[src/rtl/ftdi_sync_fifo_responder_if.sv]
// FT245-style synchronous FIFO pin bundle.
// The master modport is the FPGA-side controller; the slave modport is the device-side responder.
interface ftdi_sync_fifo_responder_if;
    logic       ftdi_rxf_n;
    logic       ftdi_txe_n;
    logic       ftdi_rd_n;
    logic       ftdi_oe_n;
    logic       ftdi_wr_n;
    logic [7:0] ftdi_data_in;
    logic [7:0] ftdi_data_out;
    logic       ftdi_data_oe;

    modport master (
        input  ftdi_rxf_n, ftdi_txe_n, ftdi_data_out, ftdi_data_oe,
        output ftdi_rd_n, ftdi_oe_n, ftdi_wr_n, ftdi_data_in
    );

    modport slave (
        output ftdi_rxf_n, ftdi_txe_n, ftdi_data_out, ftdi_data_oe,
        input  ftdi_rd_n, ftdi_oe_n, ftdi_wr_n, ftdi_data_in
    );
endinterface

[src/rtl/ftdi_sync_fifo_responder.sv]
// Device-side FT245 synchronous FIFO responder with host byte streams and FWFT buffers.
// Define FTDI_RESP_ERRCHK_EN to build the read FSM and the sticky protocol checker behind proto_err.
module ftdi_sync_fifo_responder #(
    parameter int unsigned RX_DEPTH_LOG2 = 4,
    parameter int unsigned TX_DEPTH_LOG2 = 4,
    parameter int unsigned TX_BURST      = 8,
    parameter int unsigned TX_GAP        = 3
) (
    input  logic                          clk,
    input  logic                          rst,
    ftdi_sync_fifo_responder_if.slave     ftdi,
    input  logic [7:0]                    host_tx_data,
    input  logic                          host_tx_valid,
    output logic                          host_tx_ready,
    output logic [7:0]                    host_rx_data,
    output logic                          host_rx_valid,
    input  logic                          host_rx_ready,
    output logic [15:0]                   rx_count,
    output logic [15:0]                   tx_count,
    output logic                          proto_err
);
    localparam int unsigned RX_DEPTH = 1 << RX_DEPTH_LOG2;
    localparam int unsigned TX_DEPTH = 1 << TX_DEPTH_LOG2;
    localparam int unsigned RX_CW    = RX_DEPTH_LOG2 + 1;
    localparam int unsigned TX_CW    = TX_DEPTH_LOG2 + 1;
    localparam int unsigned BURST_W  = (TX_BURST < 2) ? 1 : $clog2(TX_BURST);
    localparam int unsigned GAP_W    = (TX_GAP < 2) ? 1 : $clog2(TX_GAP + 1);

    logic [7:0]               rx_mem [RX_DEPTH];
    logic [7:0]               tx_mem [TX_DEPTH];
    logic [RX_DEPTH_LOG2-1:0] rx_wptr, rx_rptr;
    logic [TX_DEPTH_LOG2-1:0] tx_wptr, tx_rptr;
    logic [RX_CW-1:0]         rx_occ, rx_occ_next;
    logic [TX_CW-1:0]         tx_occ, tx_occ_next;
    logic [BURST_W-1:0]       burst_cnt;
    logic [GAP_W-1:0]         gap_cnt, gap_cnt_next;
    logic                     rx_push, rx_pop, tx_push, tx_pop, burst_done;

    // A write overlapping a read strobe is dropped; the read wins.
    assign rx_push    = host_tx_valid & host_tx_ready;
    assign rx_pop     = ~ftdi.ftdi_rd_n & ~ftdi.ftdi_oe_n & ~ftdi.ftdi_rxf_n;
    assign tx_push    = ~ftdi.ftdi_wr_n & ~ftdi.ftdi_txe_n & ftdi.ftdi_rd_n;
    assign tx_pop     = host_rx_valid & host_rx_ready;
    assign burst_done = (TX_BURST != 0) && tx_push && (burst_cnt == BURST_W'(TX_BURST - 1));

    assign ftdi.ftdi_data_oe  = ~ftdi.ftdi_oe_n;
    assign ftdi.ftdi_data_out = ftdi.ftdi_rxf_n ? 8'h00 : rx_mem[rx_rptr];
    assign host_rx_data       = host_rx_valid ? tx_mem[tx_rptr] : 8'h00;

    // Next occupancies and gap countdown feed the registered flags so they are exact every cycle.
    always_comb begin
        rx_occ_next  = rx_occ + RX_CW'(rx_push) - RX_CW'(rx_pop);
        tx_occ_next  = tx_occ + TX_CW'(tx_push) - TX_CW'(tx_pop);
        gap_cnt_next = gap_cnt;
        if (burst_done) begin
            gap_cnt_next = GAP_W'(TX_GAP);
        end else if (gap_cnt != '0) begin
            gap_cnt_next = gap_cnt - GAP_W'(1);
        end
    end

    always_ff @(posedge clk) begin
        if (rst) begin
            rx_wptr         <= '0;
            rx_rptr         <= '0;
            tx_wptr         <= '0;
            tx_rptr         <= '0;
            rx_occ          <= '0;
            tx_occ          <= '0;
            burst_cnt       <= '0;
            gap_cnt         <= '0;
            ftdi.ftdi_rxf_n <= 1'b1;
            ftdi.ftdi_txe_n <= 1'b1;
            host_tx_ready   <= 1'b0;
            host_rx_valid   <= 1'b0;
            rx_count        <= 16'd0;
            tx_count        <= 16'd0;
        end else begin
            if (rx_push) rx_wptr <= rx_wptr + RX_DEPTH_LOG2'(1);
            if (rx_pop)  rx_rptr <= rx_rptr + RX_DEPTH_LOG2'(1);
            if (tx_push) tx_wptr <= tx_wptr + TX_DEPTH_LOG2'(1);
            if (tx_pop)  tx_rptr <= tx_rptr + TX_DEPTH_LOG2'(1);
            if (rx_pop)  rx_count <= rx_count + 16'd1;
            if (tx_push) tx_count <= tx_count + 16'd1;
            if (burst_done) begin
                burst_cnt <= '0;
            end else if (tx_push) begin
                burst_cnt <= burst_cnt + BURST_W'(1);
            end
            rx_occ          <= rx_occ_next;
            tx_occ          <= tx_occ_next;
            gap_cnt         <= gap_cnt_next;
            ftdi.ftdi_rxf_n <= (rx_occ_next == '0);
            ftdi.ftdi_txe_n <= (tx_occ_next == TX_CW'(TX_DEPTH)) || (gap_cnt_next != '0);
            host_tx_ready   <= (rx_occ_next != RX_CW'(RX_DEPTH));
            host_rx_valid   <= (tx_occ_next != '0);
        end
    end

    always_ff @(posedge clk) begin
        if (rx_push) rx_mem[rx_wptr] <= host_tx_data;
        if (tx_push) tx_mem[tx_wptr] <= ftdi.ftdi_data_in;
    end

`ifdef FTDI_RESP_ERRCHK_EN
    typedef enum logic [1:0] {RD_IDLE, RD_OE, RD_STREAM} rd_state_t;

    rd_state_t rd_state, rd_state_next;
    logic      err_c;

    always_ff @(posedge clk) begin
        if (rst) rd_state <= RD_IDLE;
        else     rd_state <= rd_state_next;
    end

    // Tracks OE-before-RD turnaround; an empty buffer with RD released always returns to idle.
    always_comb begin
        rd_state_next = rd_state;
        if (ftdi.ftdi_rxf_n && ftdi.ftdi_rd_n) begin
            rd_state_next = RD_IDLE;
        end else begin
            case (rd_state)
                RD_IDLE:   if (!ftdi.ftdi_oe_n) rd_state_next = RD_OE;
                RD_OE: begin
                    if (ftdi.ftdi_oe_n)       rd_state_next = RD_IDLE;
                    else if (!ftdi.ftdi_rd_n) rd_state_next = RD_STREAM;
                end
                RD_STREAM: if (ftdi.ftdi_oe_n) rd_state_next = RD_IDLE;
                default:   rd_state_next = RD_IDLE;
            endcase
        end
    end

    always_comb begin
        err_c = 1'b0;
        if (!ftdi.ftdi_rd_n && (rd_state == RD_IDLE)) err_c = 1'b1;
        if (!ftdi.ftdi_rd_n && ftdi.ftdi_rxf_n)       err_c = 1'b1;
        if (!ftdi.ftdi_wr_n && (!ftdi.ftdi_oe_n || ftdi.ftdi_txe_n || !ftdi.ftdi_rd_n)) err_c = 1'b1;
    end

    always_ff @(posedge clk) begin
        if (rst)        proto_err <= 1'b0;
        else if (err_c) proto_err <= 1'b1;
    end
`else
    assign proto_err = 1'b0;
`endif

endmodule
[src/flat_wrapper.sv]
// flat-port wrapper written by rule: the top's interface ports become plain ports
module ftdi_sync_fifo_responder_flat 
#(
    parameter int unsigned RX_DEPTH_LOG2 = 4,
    parameter int unsigned TX_DEPTH_LOG2 = 4,
    parameter int unsigned TX_BURST      = 8,
    parameter int unsigned TX_GAP        = 3
)
  (clk, rst, host_tx_data, host_tx_valid, host_tx_ready, host_rx_data, host_rx_valid, host_rx_ready, rx_count, tx_count, proto_err, ftdi_ftdi_rxf_n, ftdi_ftdi_txe_n, ftdi_ftdi_data_out, ftdi_ftdi_data_oe, ftdi_ftdi_rd_n, ftdi_ftdi_oe_n, ftdi_ftdi_wr_n, ftdi_ftdi_data_in);
  ftdi_sync_fifo_responder_if ftdi_i ();
  input  logic clk;
  input  logic rst;
  input  logic [7:0] host_tx_data;
  input  logic host_tx_valid;
  output logic host_tx_ready;
  output logic [7:0] host_rx_data;
  output logic host_rx_valid;
  input  logic host_rx_ready;
  output logic [15:0] rx_count;
  output logic [15:0] tx_count;
  output logic proto_err;
  output wire logic [$bits(ftdi_i.ftdi_rxf_n)-1:0] ftdi_ftdi_rxf_n;
  output wire logic [$bits(ftdi_i.ftdi_txe_n)-1:0] ftdi_ftdi_txe_n;
  output wire logic [$bits(ftdi_i.ftdi_data_out)-1:0] ftdi_ftdi_data_out;
  output wire logic [$bits(ftdi_i.ftdi_data_oe)-1:0] ftdi_ftdi_data_oe;
  input wire logic [$bits(ftdi_i.ftdi_rd_n)-1:0] ftdi_ftdi_rd_n;
  input wire logic [$bits(ftdi_i.ftdi_oe_n)-1:0] ftdi_ftdi_oe_n;
  input wire logic [$bits(ftdi_i.ftdi_wr_n)-1:0] ftdi_ftdi_wr_n;
  input wire logic [$bits(ftdi_i.ftdi_data_in)-1:0] ftdi_ftdi_data_in;
  assign ftdi_ftdi_rxf_n = ftdi_i.ftdi_rxf_n;
  assign ftdi_ftdi_txe_n = ftdi_i.ftdi_txe_n;
  assign ftdi_ftdi_data_out = ftdi_i.ftdi_data_out;
  assign ftdi_ftdi_data_oe = ftdi_i.ftdi_data_oe;
  assign ftdi_i.ftdi_rd_n = ftdi_ftdi_rd_n;
  assign ftdi_i.ftdi_oe_n = ftdi_ftdi_oe_n;
  assign ftdi_i.ftdi_wr_n = ftdi_ftdi_wr_n;
  assign ftdi_i.ftdi_data_in = ftdi_ftdi_data_in;
  ftdi_sync_fifo_responder #(.RX_DEPTH_LOG2(RX_DEPTH_LOG2), .TX_DEPTH_LOG2(TX_DEPTH_LOG2), .TX_BURST(TX_BURST), .TX_GAP(TX_GAP)) u_core (.clk(clk), .rst(rst), .ftdi(ftdi_i), .host_tx_data(host_tx_data), .host_tx_valid(host_tx_valid), .host_tx_ready(host_tx_ready), .host_rx_data(host_rx_data), .host_rx_valid(host_rx_valid), .host_rx_ready(host_rx_ready), .rx_count(rx_count), .tx_count(tx_count), .proto_err(proto_err));
endmodule
[config.mk]
export PLATFORM = sky130hd
export DESIGN_NAME = ftdi_sync_fifo_responder_flat
export DESIGN_NICKNAME = d
export VERILOG_FILES = /design/src/rtl/ftdi_sync_fifo_responder_if.sv /design/src/rtl/ftdi_sync_fifo_responder.sv /design/src/flat_wrapper.sv
export SDC_FILE = /design/constraint.sdc
export NUM_CORES = 1
export LEC_CHECK = 0
export ABC_AREA = 1
export CAP_MARGIN = 20
export CORE_MARGIN = 5
export CORE_UTILIZATION = 30
export CTS_BUF_LIST = sky130_fd_sc_hd__clkbuf_8
export CTS_CLUSTER_SIZE = 40
export DETAILED_ROUTE_END_ITERATION = 7
export GPL_TIMING_DRIVEN = 0
export SETUP_SLACK_MARGIN = 0.15
export SLEW_MARGIN = 10
export SYNTH_ARGS = -nofsm -noshare
export SYNTH_HDL_FRONTEND = slang
export SYNTH_SLANG_ARGS = --single-unit
[constraint.sdc]
create_clock -name clk -period 2.7 [get_ports clk]
set_clock_uncertainty 0.2 [all_clocks]
set_input_delay 0.405 -clock clk [delete_from_list [all_inputs] [get_ports clk]]
set_output_delay 0.405 -clock clk [all_outputs]
set_load 0.1 [all_outputs]
# Word level (Yosys, flattened, before mapping)
# Memory sizes are Yosys's and may differ from the RTL's. A register that Yosys moved wholly into a read port is not among the register bits.
# Index checks and enable logic that the tools add are counted.
[totals] ff_bits=67 ramBits=256 out_inout_bits=54 wordCells=61 memories=2
[op_classes] n_addsub=12 n_eq_ne=3 mux=12 bitwise=11 n_reduce_logical=7
[mem_list] name="u_core.rx_mem" depth=16 width=8 rd=1 rd_clocked_by_memory_dff=1 write_ports=1 line_no="ftdi_sync_fifo_responder.sv:29" source="logic [7:0] rx_mem [RX_DEPTH];"
[mem_list] name="u_core.tx_mem" depth=16 width=8 rd=1 rd_clocked_by_memory_dff=1 write_ports=1 line_no="ftdi_sync_fifo_responder.sv:30" source="logic [7:0] tx_mem [TX_DEPTH];"
[ops] cell="16-bit by 1-bit adder with 16-bit output (second input constant)" count=2
[ops] cell="4-bit by 1-bit adder with 4-bit output (second input constant)" count=4
[ops] cell="4-bit 2-to-1 mux" count=4
[ops] cell="8-bit 2-to-1 mux" count=2
[ops] cell="5-bit by 1-bit adder with 5-bit output" count=2
[ops] cell="5-bit by 1-bit subtractor with 5-bit output" count=2
[ops] cell="1-bit AND" count=6
[ops] cell="5-bit equality test (second input constant)" count=1
[ops] cell="5-bit logical NOT" count=1
[ops] cell="5-bit != test (second input constant)" count=1
[ops] cell="1-bit NOT" count=5
[ops] cell="5-bit nonzero test" count=1
[ops] cell="1-bit 2-to-1 mux" count=4
[ops] cell="2-bit 2-to-1 mux" count=2
[ops] cell="2-bit nonzero test" count=2
[ops] cell="3-bit by 1-bit adder with 3-bit output (second input constant)" count=1
[ops] cell="3-bit equality test (second input constant)" count=1
[ops] cell="2-bit OR reduction" count=1
[ops] cell="2-bit by 1-bit subtractor with 2-bit output (second input constant)" count=1
[ops] cell="1-bit logical AND" count=1
[ops] cell="1-bit logical OR" count=1

# Logic depth before layout (Yosys ltp)
# Gate-level depths: netlist (run 1).
[logic_depth] word_depth=7 depth_mapped=14 mapped_depth_nobuf=13

# Worst setup path before layout (run 1)
# OpenSTA, ideal clock, no wires.
[synth_path] path_kind="register to output" from="register u_core.host_rx_valid" to="output host_rx_data[0]" arrival_time_ns=2.758 required_time_ns=2.095 slack_ns=-0.663 path_stages_with_launch=3 n_path_buf=0 cell_sequence="dfxtp_1 > inv_1 > a21oi_1"
[synth_between] elab_chain_len=1
[synth_rtl] item="from (decl)" line_no="ftdi_sync_fifo_responder.sv:16" source="output logic host_rx_valid,"
[synth_rtl] item="from (signal assigned)" line_no="ftdi_sync_fifo_responder.sv:96" source="host_rx_valid <= (tx_occ_next != '0);"
[synth_rtl] item="8-bit 2-to-1 mux" line_no="ftdi_sync_fifo_responder.sv:48" source="assign host_rx_data = host_rx_valid ? tx_mem[tx_rptr] : 8'h00;"
[synth_rtl] item="to (decl)" line_no="flat_wrapper.sv:16" source="output logic [7:0] host_rx_data;"
# No other way between the ends.

==> impl_results.md, run 1 <==
* Most used cell along the critical path: nand3_2
* Gate power share at 31.5%
* Post-Synthesis Cells at 1508
* Hold_ws at 253.4 ps
* Hold crit path type: in -> reg
* Final period util at 100.3%
* Final setup viols at 1
* H-Tree Depth at 2
* # hold bufs at CTS at 0
* FILL cells at approximately 4700
* Min Tclk post-route at around 2700 ps
* RR Startpoint: u_core.ftdi.ftdi_rxf_n$_SDFF_PP1_
* Pre-CTS setup slack at -534.5 ps
* Post-Route WL at about 37000 um
* Post-DP Area at 0.01617 mm2
* Startpoint Class: flop
* Slowest cell on the critical path: dfxtp_4
* Crit-path max FO at 6
* Status: complete, but fails checks
* IO Port Bufs at 75
* FP Rows at 80
* Pre-Repair DR Iteration Count at 5
* NumNets Final at 1699
* Reg clk slew, reported paths at around 60 ps
* Sequential power share at 40.6%
* Dpl hpwl at 24850 um
* Library cells used by synthesis at 37
* Global-route wire length before repair at 57830 um
* Number of global-route vias before repair at 10588
* GRT Util Overall at approximately 14%
* Hold Vio Cnt, Final at 0
* Synthesized net count at 1557
* CTS root buf: clkbuf_8
* CP Class: reg -> out
* Overall power at 14410 uW
* Failing checks: setup timing
* Vias/cell at roughly 4.6
* Psw at 5057 uW
* Maximum vdd drop at approximately 0.40 mV
* WL per Instance at around 16 um
* Placer Congestion at 0.8704
* Clock Sinks at approximately 330
* Synthesized area per cell at 9.635 um2
* CTS max path bufs at 3
* Antenna-violating nets left at 0
* Worst Setup End Kind: primary output
* First DRT Iteration DRCs at 773
* Gr ovfl total at 0
* Worst Max-Slew Pin Slew at 1009 ps
* MaxCap Viol Count at 0
* Synthesis warning total at 0
* DR vias at 10571
* Slew headroom at 32.52%
* CTS tree: built
* Clock share of power at around 28%
* Commonest non-fill, non-tap cell in the layout: nand2_1
* Seq cells post-synth at 331
* Chip height at 230.1 um
* Depth of the worst register-to-register path at 14
* RSZ-0062 raised after global routing: yes
* Leakage Power at 0.007570 uW
* Crit path largest cell delay at between 300 and 400 ps
* Num CTS Buffers at 53
* Worst-path cell chain: buf_12 -> clkbuf_16 -> nand2_1 -> nand3_2 -> nand3_2 -> nand3_2 -> a21oi_4 -> buf_12
* Final design instance area without fill at between 0.015 and 0.02 mm2
* Post-route setup TNS at -8.610 ps
* IO Pins at 77
* Reg2reg end: u_core.host_tx_ready$_SDFF_PP0_
* Core area at 0.04785 mm2
* Share of cells above drive strength 1 at 18.95%
* Worst skew pair latency at ~580 ps
* Sw frac at a little over a third
* FF-to-FF setup slack at 260 ps
* Synthesized area at 0.01453 mm2
* DIE AREA at 0.05293 mm2
* P_int at about 9400 uW
* Peak Freq at 369.2 MHz
* Required @ worst endpoint at 2100 ps
* CP arrival at 2100 ps
* Die width at approximately 230 um
* Final Max Tran Viols at 0
* Initial antenna violation count at 2
* Most frequent cells in the layout: nand2_1 (447), edfxtp_1 (256), inv_1 (218), nand3_1 (94), nor2_1 (92)
* Layout area overhead at 26.52%
* Pwr Density at 784.0 mW/mm2
* Setup ws final at -8.610 ps
* Crit path capture: ftdi_ftdi_data_out[1]
* Initial Util at 30.37%
* Sequential area share after synthesis at around 63%
* Largest net degree at the start of global routing at 17
* DRC viols at 0
[layout make-up]
type	count	area [um2]	share of cell area, %
Clock buffer	58	798.3	4.342
Tap cell	615	769.5	4.186
Clock inverter	41	195.2	1.062
Sequential cell	331	9201	50.05
Timing Repair Buffer	87	1020	5.547
Multi-Input combinational cell	909	4972	27.05
Inverter	210	817.0	4.444
Antenna cell	1	2.502	0.01361
Buffer	58	608.1	3.308
[sequential cells by signal, summed over array words and instances (netlist names), 3 cells and up, named ones only]
signal / flops
u_core.rx_mem: 128
u_core.tx_mem: 128
u_core.rx_count: 16
u_core.tx_count: 16
u_core.rx_occ: 5
u_core.tx_occ: 5
u_core.rx_rptr: 4
u_core.rx_wptr: 4
u_core.tx_rptr: 4
u_core.tx_wptr: 4
u_core.burst_cnt: 3
[metal layers]
metal	vias up	GRT usage [%]	routed length, um
li1	5201	-	-
met2	279	22.82	17820
met4	2	4.764	1102
met1	5011	17.78	16280
met3	78	2.677	2023
met5	-	0	20
[how the worst min path moves through the flow]
stage                                startpoint                                end  slack, ps  depth (start not counted)
5_1_grt                           host_rx_ready     u_core.tx_rptr[1]$_SDFFE_PP0P_        270                          3
3_3_place_gp   u_core.burst_cnt[2]$_SDFFE_PP0P_   u_core.burst_cnt[2]$_SDFFE_PP0P_        250                          2
6_report                          host_rx_ready     u_core.tx_rptr[1]$_SDFFE_PP0P_        250                          3
3_5_place_dp       u_core.gap_cnt[0]$_SDFF_PP0_       u_core.gap_cnt[1]$_SDFF_PP0_        260                          2
4_1_cts                           host_rx_ready                               flop        220                          3
2_1_floorplan      u_core.gap_cnt[1]$_SDFF_PP0_  u_core.ftdi.ftdi_txe_n$_SDFF_PP1_        240                          2
[worst max-delay path: cells and delay by family, from the launching register on]
family / cells / cell delay (ps)
buffers and inverters: 3 / 510
AND/OR/NAND/NOR: 4 / 410
flip-flops: 1 / 390
AO/OA/AOI/OAI: 1 / 220
[kinds of logic (layout without fill, tap and decap cells)]
logic type / count (synthesis) / count (layout) / synth area share [%]
AO/OA/AOI/OAI: 78 / 78 / 2.764
XOR/XNOR: 12 / 12 / 0.7233
adder cells (fa/ha/maj): 26 / 26 / 2.342
buffers and inverters: 268 / 454 / 7.578
flip-flops: 331 / 331 / 63.24
other: 1 / 2 / 0.02581
AND/OR/NAND/NOR: 792 / 792 / 23.33
[through the flow]
step	std cells	utilization, %
floorplan	1508	-
global placement	2198	33.79
detailed placement	2198	33.79
CTS	2302	37.24
global route	2310	38.42
finish	2310	38.42
[power by group through the flow]
stage	combinational [uW]	clock [uW]	sequential [uW]
3_3_place_gp	3670	0	5930
2_1_floorplan	2500	0	6170
3_5_place_dp	3730	0	5940
6_report	4540	4020	5850
5_1_grt	4890	4370	5870
4_1_cts	4170	4130	5840
[timing repair]
action | in CTS | in global routing
gates cloned | 1 | 3
setup buffers | 4 | 4
endpoints found under the setup margin | 54 | 31
resized for setup | 323 | 122
pin swaps | 23 | 35
endpoints found under the hold margin | 0 | 0
[Yosys cell counts (all sizes together)]
master / instances / area [um2]
ha: 24 / 300.3
nand2: 472 / 1792
and3: 1 / 6.260
nor4: 1 / 6.260
conb: 1 / 3.750
nor2: 100 / 437.9
xnor2: 4 / 35.03
nand4: 6 / 37.54
a31oi: 1 / 6.260
fa: 2 / 40.04
nor3: 24 / 125.1
nand3: 185 / 963.4
inv: 210 / 788.3
xor2: 8 / 70.07
o21a: 1 / 7.510
nor3b: 2 / 15.01
clkbuf: 14 / 52.55
dfxtp: 75 / 1501
o21ai: 26 / 137.6
buf: 44 / 260.3
or2: 1 / 6.260
a21oi: 50 / 250.2
edfxtp: 256 / 7687
(Power assumes the default switching activity.)
==> run 2, diff against run 1 <==
--- a/config.mk
+++ b/config.mk
@@ -9,7 +9,7 @@
 export CAP_MARGIN = 20
 export CORE_MARGIN = 5
 export CORE_UTILIZATION = 30
-export CTS_BUF_LIST = sky130_fd_sc_hd__clkbuf_8
+export CTS_BUF_LIST = sky130_fd_sc_hd__clkbuf_8 sky130_fd_sc_hd__clkbuf_16
 export CTS_CLUSTER_SIZE = 40
 export DETAILED_ROUTE_END_ITERATION = 7
 export GPL_TIMING_DRIVEN = 0
==> impl_results.md, run 2 (synthesis results as in run 1) <==
* Number of global-route vias before repair at 10401
* Initial Util at a little under a third
* Maximum vdd drop at a little under 0.5 mV
* NumNets Final at 1685
* Hold_ws at 268.4 ps
* CP Class: reg -> out
* Worst Setup End Kind: primary output
* Initial antenna violation count at 1
* Worst Max-Slew Pin Slew at 1048 ps
* Dpl hpwl at 24850 um
* Required @ worst endpoint at 2100 ps
* Final Max Tran Viols at 0
* IO Port Bufs at 75
* Worst-path cell chain: buf_12 -> buf_12 -> buf_16 -> nand2_2 -> nand2_1 -> nand2_1 -> nand3_2 -> nand3_2 -> a21oi_4 -> buf_12
* RSZ-0062 raised after global routing: yes
* First DRT Iteration DRCs at between 600 and 700
* Startpoint Class: flop
* Pwr Density at 817.3 mW/mm2
* Top Registers: u_core.rx_mem x128, u_core.tx_mem x128
* Status: completed
* MaxCap Viol Count at 0
* Chip height at 230.1 um
* Antenna-violating nets left at 0
* Commonest non-fill, non-tap cell in the layout: nand2_1
* FP Rows at 80
* Slew headroom at 29.89%
* Largest net degree at the start of global routing at 17
* Vias/cell at 4.612
* Global-route wire length before repair at 57510 um
* FF+latch area at just over 0.009 mm2
* Placer Congestion at 0.8704
* IO Pins at 77
* Crit-path max FO at 8
* Layout area overhead at 28.00%
* Final core occ at between 30% and 40%
* Diode count at 0
* Hold crit path type: reg -> reg
* Final period util at 98.59%
* DR vias at 10510
* Most used cell along the critical path: buf_12
* Crit path largest cell delay at about 380 ps
* Most frequent cells in the layout: nand2_1 (430), edfxtp_1 (256), inv_1 (206), nand3_1 (106), nor2_1 (92)
* Gr ovfl total at 0
* Share of cells above drive strength 1 at 18.51%
* Multi-input gate area at 0.004959 mm2
* DIE AREA at 0.05293 mm2
* Peak Freq at ~380 MHz
* CTS max path bufs at 3
* FILL cells at 4596
* Hold Vio Cnt, Final at 0
* Post-Route WL at about 37000 um
* Core area at 0.04785 mm2
* Overall power at 15200 uW
* Slowest cell on the critical path: dfxtp_4
* CP arrival at a little over 2000 ps
* Die width at 230.1 um
* Reg clk slew, reported paths at 60 ps
* Clock Sinks at 331
* H-Tree Depth at 2
* Worst skew pair latency at 530 ps
* Min Tclk post-route at 2662 ps
* WL per Instance at 16.42 um
* Leakage Power at roughly 0.0076 uW
* DRC viols at 0
* CTS tree: built
* GRT Util Overall at 13.66%
* Num CTS Buffers at 36
* CTS root buf: clkbuf_16
* Final setup viols at 0
* Pre-Repair DR Iteration Count at 7
[run 2: worst max-delay path: cells and delay by family, from the launching register on]
kind	cells	cell delay, ps
simple gates	5	350
compound gates	1	190
flops	1	380
buf+inv	4	580
[run 2: power breakdown]
| part | switching [uW] | internal (uW) |
|---|---|---|
| Sequential | 136 | 5710 |
| Clock | 2040 | 2710 |
| Combinational | 3000 | 1620 |
[run 2: path summary, 6_finish.rpt]
check                                          to  depth (start not counted)                         startpoint  slack, ps
hold reg to reg      u_core.gap_cnt[1]$_SDFF_PP0_                          2       u_core.gap_cnt[0]$_SDFF_PP0_        270
setup reg to reg  u_core.host_tx_ready$_SDFF_PP0_                         14  u_core.ftdi.ftdi_rxf_n$_SDFF_PP1_        220
setup / recovery            ftdi_ftdi_data_out[1]                         10                               flop         40
hold / removal       u_core.gap_cnt[1]$_SDFF_PP0_                          2       u_core.gap_cnt[0]$_SDFF_PP0_        270
[run 2: cell type report]
cell class                      instances  share of cell area, %
Tap cell                              615                  4.137
Timing Repair Buffer                   90                  5.752
Multi-Input combinational cell        909                  26.66
Buffer                                 58                  3.424
Inverter                              210                  4.420
Sequential cell                       331                  49.47
Clock buffer                           38                  4.992
Clock inverter                         28                  1.144
[run 2: metrics by stage]
stage	cells	cell area, um2	TNS (ps)	setup WS (ps)
2_1_floorplan	1508	14650	-229.5	-127.4
3_3_place_gp	2198	16170	-18910	-551.7
3_5_place_dp	2198	16170	-20680	-534.5
4_1_cts	2269	18020	-51.99	-34.51
5_1_grt	2279	18600	-169.6	-33.71
6_report	2279	18600	0	38.18
[run 2: timing repair]
action	in CTS	in global routing
pin swaps	36	34
gates cloned	1	4
setup buffers	4	6
gates resized for setup	340	100
hold buffers	0	0
setup endpoints to repair	54	22
hold endpoints to repair	0	0
[run 2: per-layer routing]
| layer | vias up | part of all wire (%) | global-route usage [%] |
|---|---|---|---|
| met1 | 4962 | 43 | 17.93 |
| li1 | 5161 | - | - |
| met2 | 313 | 48 | 22.55 |
| met4 | 2 | 2.9 | 4.969 |
| met3 | 72 | 6.6 | 2.739 |
| met5 | - | 0.053 | 0 |
==> run 3, diff against run 2 <==
==> constraint.sdc (replaced) <==
create_clock -name clk -period 2.7 [get_ports clk]
set_clock_uncertainty 0.2 [all_clocks]
set_input_delay 0.27 -clock clk [delete_from_list [all_inputs] [get_ports clk]]
set_output_delay 0.27 -clock clk [all_outputs]
set_load 0.1 [all_outputs]
==> impl_results.md, run 3 (synthesis results as in run 1) <==
* Commonest non-fill, non-tap cell in the layout: nand2_1
* Final period util at 94.17%
* Hold_ws at 171.4 ps
* RSZ-0062 raised after global routing: yes
* Share of cells above drive strength 1 at 17.30%
* Chip height at 230.1 um
* Layout area overhead at 27.34%
* Post-Route WL at 38280 um
* Worst skew pair latency at 530 ps
* Non-filler cells, final at ~2300
* Post-DP Area at between 0.015 and 0.02 mm2
* FF-to-FF setup slack at 260 ps
* Required @ worst endpoint at 2230 ps
* Core area at around 0.048 mm2
* Post-route setup TNS at 0 ps
* Final design instance area without fill at roughly 0.019 mm2
* MaxCap Viol Count at 0
* Min Tclk post-route at 2542 ps
* CTS tree: built
* Hold crit path type: in -> reg
* Slowest cell on the critical path: dfxtp_4
* Initial antenna violation count at 1
* Overall power at 15170 uW
* CP Buf/Inv Count at 3
* Gr ovfl total at 0
* First DRT Iteration DRCs at 809
* Total placed cells including tap cells at roughly 2200
* Leakage Power at 0.007559 uW
* Largest net degree at the start of global routing at 17
* CP arrival at 2070 ps
* NumNets Final at 1687
* Global-route wire length before repair at 57640 um
* Pre-Repair DR Iteration Count at 5
* Peak Freq at 393.3 MHz
* Maximum vdd drop at 0.4164 mV
* DR vias at roughly 11000
* Met2 WL post-DR at 18100 um
* Final setup viols at 0
* WP depth at 8
* Top delay family on crit path: buffers and inverters
* Placer Congestion at 0.8809
* Worst Setup End Kind: primary output
* Depth of the worst register-to-register path at 14
* FP Rows at 80
* GRT Util Overall at 13.79%
* Most used cell along the critical path: nand3_2
* Reg clk slew, reported paths at approximately 60 ps
* WL per Instance at 16.78 um
* CP Class: reg -> out
* DRC viols at 0
* Top sig layer: met4
* Die width at 230.1 um
* Slew headroom at 32.53%
* Crit path largest cell delay at around 390 ps
* H-Tree Depth at 2
* CTS max path bufs at 3
* RR Startpoint: u_core.ftdi.ftdi_rxf_n$_SDFF_PP1_
* Crit path capture: host_rx_data[6]
* IO Port Bufs at 75
* DIE AREA at between 0.05 and 0.06 mm2
* Hold Vio Cnt, Final at 0
* Top Registers: u_core.rx_mem x128, u_core.tx_mem x128
* # hold bufs at CTS at 0
* Dpl hpwl at 25280 um
* Antenna-violating nets left at 0
* Pwr Density at 819.8 mW/mm2
* Met3 wire length at 2468 um
* M1 WL at 16890 um
* Worst-path cell chain: clkbuf_16 -> clkbuf_16 -> nand2_1 -> nand3_2 -> nand3_2 -> nand3_2 -> a21oi_2 -> buf_8
* Crit-path max FO at 5
* Worst Max-Slew Pin Slew at 1016 ps
* Clock Sinks at 331
* Number of global-route vias before repair at 10111
* Num CTS Buffers at 35
* FILL cells at around 4600
* Final Max Tran Viols at 0
* Initial Util at 30.37%
* Reg2reg end: u_core.host_tx_ready$_SDFF_PP0_
* Vias/cell at between 4 and 5
* IO Pins at 77
* Startpoint Class: flop
* CTS root buf: clkbuf_16
* Most frequent cells in the layout: nand2_1 (449), edfxtp_1 (256), inv_1 (204), nand3_1 (111), nor2_1 (92)
* Status: completed
==> run 3: changes by cell type in the layout (fill, tap and decap cells not counted), sizes merged <==
| cell | change |
|---|---|
| dlygate4sd2 | -11 |
| clkbuf | +4 |
| buf | -2 |
| clkdlybuf4s50 | +8 |
| diode | +1 |
| dlymetal6s2s | +3 |
| clkinvlp | +1 |
| inv | -4 |
| clkinv | +2 |
==> run 3: worst min path at each step <==
| stage | slack (ps) | from | to | cells past startpoint |
|---|---|---|---|---|
| after floorplan | 170 | host_tx_data[0] | u_core.rx_mem[0][0]$_DFFE_PP_ | 0 |
| after global placement | 250 | u_core.gap_cnt[0]$_SDFF_PP0_ | u_core.gap_cnt[1]$_SDFF_PP0_ | 2 |
| after detailed placement | 260 | u_core.burst_cnt[2]$_SDFFE_PP0P_ | u_core.burst_cnt[2]$_SDFFE_PP0P_ | 2 |
| after CTS | 150 | host_rx_ready | u_core.tx_rptr[1]$_SDFFE_PP0P_ | 3 |
| after global routing | 190 | host_rx_ready | u_core.tx_rptr[1]$_SDFFE_PP0P_ | 3 |
| final | 170 | host_rx_ready | u_core.tx_rptr[1]$_SDFFE_PP0P_ | 3 |
==> run 3: what timing repair did <==
action,4_1_cts,5_1_grt
setup endpoints to repair,43,24
setup buffers,4,3
pin swaps,14,42
gates resized for setup,230,160
gates cloned,1,10
==> run 3: per-layer routing <==
layer  vias up  track usage [%]
met4         0            3.886
met2       336            22.52
met3        50            2.504
li1       5165                -
met1      4996            18.94
met5         -                0
==> run 3: worst min-delay path: stages <==
cell and delay [ps]:
clkdlybuf4s50_1 390, nand2_1 110, a21oi_1 80
==> run 3: layout make-up <==
class,instances,area [um2],share of cell area (%)
Sequential cell,331,9203,49.74
Multi-Input combinational cell,909,4832,26.12
Timing Repair Buffer,93,1189,6.424
Clock buffer,37,914.6,4.943
Inverter,210,819.5,4.429
Tap cell,615,769.5,4.159
Buffer,58,571.8,3.090
Clock inverter,27,201.4,1.089
Antenna cell,1,2.502,0.01352
==> run 3: power by group <==
part / switching [uW] / total [uW] / internal (uW)
sequential: 146 / 5860 / 5710
combinational: 2980 / 4610 / 1630
clock: 2040 / 4700 / 2660
==> run 3: stage by stage <==
step	utilization, %	setup slack, ps
2_1_floorplan	-	-16.54
3_3_place_gp	33.77	-409.6
3_5_place_dp	33.77	-408.1
4_1_cts	36.77	87.62
5_1_grt	38.67	86.88
6_report	38.67	157.5
